### src/rtl/button_bank.sv
// N-channel push-button conditioner: 2-flop synchroniser, counter debounce, press/release pulses.
// Optional auto-repeat of press while held is enabled by defining BUTTON_BANK_REPEAT_EN.
module button_bank #(
    parameter int N_BTN      = 5,
    parameter int DB_CYCLES  = 16,
    parameter int REP_DELAY  = 500,
    parameter int REP_PERIOD = 100
) (
    input  logic             clk,
    input  logic             rst_n,
    input  logic [N_BTN-1:0] raw,
    output logic [N_BTN-1:0] level,
    output logic [N_BTN-1:0] press,
    output logic [N_BTN-1:0] rel,
    output logic             any_press
);

    localparam int CW = $clog2(DB_CYCLES + 1);
    localparam logic [CW-1:0] DB_LAST = CW'(DB_CYCLES - 1);

    // Elaboration-time sanity check on the configuration.
    if (N_BTN < 1 || DB_CYCLES < 1 || REP_DELAY < 1 || REP_PERIOD < 1) begin : g_param_check
        $error("button_bank: all parameters must be >= 1");
    end

    logic [N_BTN-1:0] s1;
    logic [N_BTN-1:0] s2;
    logic [CW-1:0]    cnt [N_BTN];
    logic [N_BTN-1:0] flip;

    always_ff @(posedge clk or negedge rst_n) begin
        if (!rst_n) begin
            s1 <= '0;
            s2 <= '0;
        end else begin
            s1 <= raw;
            s2 <= s1;
        end
    end

    // A channel flips on the edge where its disagreement has lasted DB_CYCLES samples.
    always_comb begin
        flip = '0;
        for (int i = 0; i < N_BTN; i++) begin
            flip[i] = (s2[i] != level[i]) && (cnt[i] == DB_LAST);
        end
    end

    always_ff @(posedge clk or negedge rst_n) begin
        if (!rst_n) begin
            level <= '0;
            for (int i = 0; i < N_BTN; i++) begin
                cnt[i] <= '0;
            end
        end else begin
            for (int i = 0; i < N_BTN; i++) begin
                if (s2[i] == level[i]) begin
                    cnt[i] <= '0;
                end else if (flip[i]) begin
                    level[i] <= s2[i];
                    cnt[i]   <= '0;
                end else begin
                    cnt[i] <= cnt[i] + 1'b1;
                end
            end
        end
    end

`ifdef BUTTON_BANK_REPEAT_EN
    localparam int RMAX = (REP_DELAY > REP_PERIOD) ? REP_DELAY : REP_PERIOD;
    localparam int RW   = $clog2(RMAX + 1);
    localparam logic [RW-1:0] DELAY_LAST  = RW'(REP_DELAY - 1);
    localparam logic [RW-1:0] PERIOD_LAST = RW'(REP_PERIOD - 1);

    logic [RW-1:0]    rc [N_BTN];
    logic [N_BTN-1:0] rep_armed;
    logic [N_BTN-1:0] rep_fire;

    // rep_armed selects between the initial delay and the steady repeat period.
    always_comb begin
        rep_fire = '0;
        for (int i = 0; i < N_BTN; i++) begin
            rep_fire[i] = level[i] && !flip[i] &&
                          (rc[i] == (rep_armed[i] ? PERIOD_LAST : DELAY_LAST));
        end
    end

    always_ff @(posedge clk or negedge rst_n) begin
        if (!rst_n) begin
            press     <= '0;
            rel       <= '0;
            rep_armed <= '0;
            for (int i = 0; i < N_BTN; i++) begin
                rc[i] <= '0;
            end
        end else begin
            press <= (flip & s2) | rep_fire;
            rel   <= flip & ~s2;
            for (int i = 0; i < N_BTN; i++) begin
                if (!level[i] || flip[i]) begin
                    rc[i]        <= '0;
                    rep_armed[i] <= 1'b0;
                end else if (rep_fire[i]) begin
                    rc[i]        <= '0;
                    rep_armed[i] <= 1'b1;
                end else begin
                    rc[i] <= rc[i] + 1'b1;
                end
            end
        end
    end
`else
    always_ff @(posedge clk or negedge rst_n) begin
        if (!rst_n) begin
            press <= '0;
            rel   <= '0;
        end else begin
            press <= flip & s2;
            rel   <= flip & ~s2;
        end
    end
`endif

    assign any_press = |press;

endmodule
### config.mk
export PLATFORM = sky130hd
export DESIGN_NAME = button_bank
export DESIGN_NICKNAME = d
export VERILOG_FILES = /design/src/rtl/button_bank.sv
export SDC_FILE = /design/constraint.sdc
export NUM_CORES = 1
export LEC_CHECK = 0
export ABC_AREA = 1
export CORE_UTILIZATION = 44
export DETAILED_ROUTE_END_ITERATION = 7
export HOLD_SLACK_MARGIN = 0.03
export PLACE_DENSITY_LB_ADDON = 0.2
export SYNTH_ARGS = -nofsm -noshare
export SYNTH_HDL_FRONTEND = slang
export SYNTH_SLANG_ARGS = --single-unit
### constraint.sdc
create_clock -name clk -period 2.1 [get_ports clk]
set_input_delay 0.42 -clock clk [delete_from_list [all_inputs] [get_ports clk]]
set_output_delay 0.42 -clock clk [all_outputs]
set_load 0.1 [all_outputs]
==> metrics.txt <==
status=complete, but fails checks; failing checks=DRC; largest stage delay on the critical path=~0.38 ns; Vias/cell=4.75; sequential fraction of the synthesis area=60.2%; Final TNS setup=0 ns; layer carrying the most global-route usage=met2; first-pass GRT wire length=around 5700 um; Cells after Synth=approximately 220; Hold Crit Class=in -> async; Critical Path Start=press[3]$_DFF_PN0_; min cycle time layout=1.60 ns; number of synthesized register bits=50; Reg power frac=57.6%; Worst path slowest cell=dfrtp_1; worst setup margin=0.500 ns; sw frac=22.1%; CTS tree=yes; worst vdd ir=0.375 mV; Util after Layout=55.1%; Post-CTS Setup Inserts=0; switching power total=about 0.39 mW; Syn Area/Cell=9.31 sq um; Yosys warnings=0; clock-pin slew on the worst setup and hold paths=about 0.09 ns; Overflow after GRT=0; combinational share of power=5.4%; syn_nets=around 240; Reg2Reg Depth=5; DRC Markers=6; Die H=between 70 and 80 um; most frequent cells in the layout=nand2_1 (55), dfrtp_1 (50), inv_1 (36), nor2_1 (24), nand3_1 (22); Num CTS Buffers=5; Peak Freq=~630 MHz; Worst R2R Start=cnt[0]$_DFF_PN0_; leakage=about 1.4 nW; largest fanout on the critical path=2; Row Count=24; Worst R2R Setup Slack=0.93 ns; fin. max-slew vios=0; Worst slew margin=65.7%; clock root cell=clkbuf_8; number of top-level pins=23; Hold Vio Cnt, Final=0; WP buf/inv=1; vias=1454; wirelength, routed=3140 um; startpoint types=register; GRT met3 Usage=5.27%; cts repair resizes=0; WS Path Type=reg -> out; Port Buffers=22; number of global-route vias before repair=1327; FF-to-FF End=press[4]$_DFF_PN0_; Clock Skews=0.00819 ns; total die area=5000 sq um; met2 Track Usage GR=23.4%; clk buf depth=2; detailed placer's ending HPWL=approximately 2300 um; largest net degree at the start of global routing=29; Setup Slack @ Placement=roughly 0.81 ns; Cell Int Power=1.39 mW; TritonRoute pass-1 iters=6; initial antenna violation count=0; Cell Pwr Density=726 nW/um^2; core area=4440 sq um; Die W=between 70 and 80 um; GP Congestion=0.774; Critical Path RT=1.68 ns; Final setup viols=0; Area Growth Syn to Fin=17.9%; Skew-Pair Late Insertion Delay=0.30 ns; critical path data arrival time=1.18 ns; share of cells above drive strength 1=17.3%; clk sinks=50; final net count=265; Synth Cell Area=2080 sq um; Cell variety after synth=16; CP top delay family=flip-flops; met1 Usage GRT=between 10% and 20%; worst path cell trace=nor3_1 > nand2_2 > buf_4; clock network power share=37.0%; crit end category=primary output; CTS Hold Bufs=0; actual slew at the worst max-slew pin=0.514 ns; Routed Antenna Nets=0; commonest non-fill, non-tap cell in the layout=nand2_1; final worst path period share=76.2%; Tot GR Track Use=14.9%; antenna cells=0; DR iter-0 viols=66; RSZ-0062 raised after global routing=false; drt wl/cell=just over 10 um; max-cap check violation count=0; H-tree depth=2; initial core utilization=between 40% and 50%
-- cell type report --
class | count | area [sq um]
Fill cell | 414 | 2000
Sequential cell | 50 | 1250
Multi-Input combinational cell | 137 | 693
Timing Repair Buffer | 23 | 195
Inverter | 36 | 135
Clock buffer | 5 | 68.8
Tap cell | 52 | 65.1
Clock inverter | 3 | 40.0
-- power by group through the flow --
stage          clock [mW]  combinational [mW]  sequential [mW]
2_1_floorplan           0              0.0552             1.04
3_3_place_gp            0              0.0981             1.04
3_5_place_dp            0              0.0995             1.04
4_1_cts             0.682               0.100             1.02
5_1_grt             0.719               0.116             1.03
6_report            0.657              0.0967             1.02
-- logic make-up after synthesis --
kind of cell,share of synthesized area [%]
AO/OA/AOI/OAI,1.33
XOR/XNOR,0.844
flip-flops,60.2
adder cells (fa/ha/maj),3.01
buffers and inverters,6.51
AND/OR/NAND/NOR,28.1
-- state kept, by name (all words and copies together), names as in the netlist --
signal and cells:
cnt 25, level 5, press 5, rel 5, s1 5, s2 5
-- synth_stat cells (all sizes together) --
library cell,n,area [sq um]
nand3,26,150
inv,36,135
xnor2,2,17.5
a21oi,2,10.0
nand4,5,31.3
nor3,4,20.0
ha,5,62.6
dfrtp,50,1250
o21ai,2,17.5
nor2,30,138
nand2,59,229
and3,2,15.0
-- per-layer routing --
metal	wire, um	vias up
met4	54	0
met3	175	5
li1	-	749
met2	1400	32
met1	1510	668
met5	0	-
-- how the worst max path moves through the flow --
stage	endpoint	slack (ns)	cells past startpoint
2_1_floorplan	any_press	0.19	2
3_3_place_gp	any_press	0.82	3
3_5_place_dp	any_press	0.81	3
4_1_cts	any_press	0.47	3
5_1_grt	any_press	0.43	3
6_report	any_press	0.50	3
-- metrics by stage --
step           power, mW  instances  hold slack (ns)  cell area (sq um)
2_1_floorplan       1.09        223            0.124               2080
3_3_place_gp        1.14        298            0.334               2340
3_5_place_dp        1.14        298            0.336               2340
4_1_cts             1.81        306            0.102               2450
5_1_grt             1.86        306            0.111               2450
6_report            1.78        306           0.0851               2450
(Power assumes the default switching activity.)
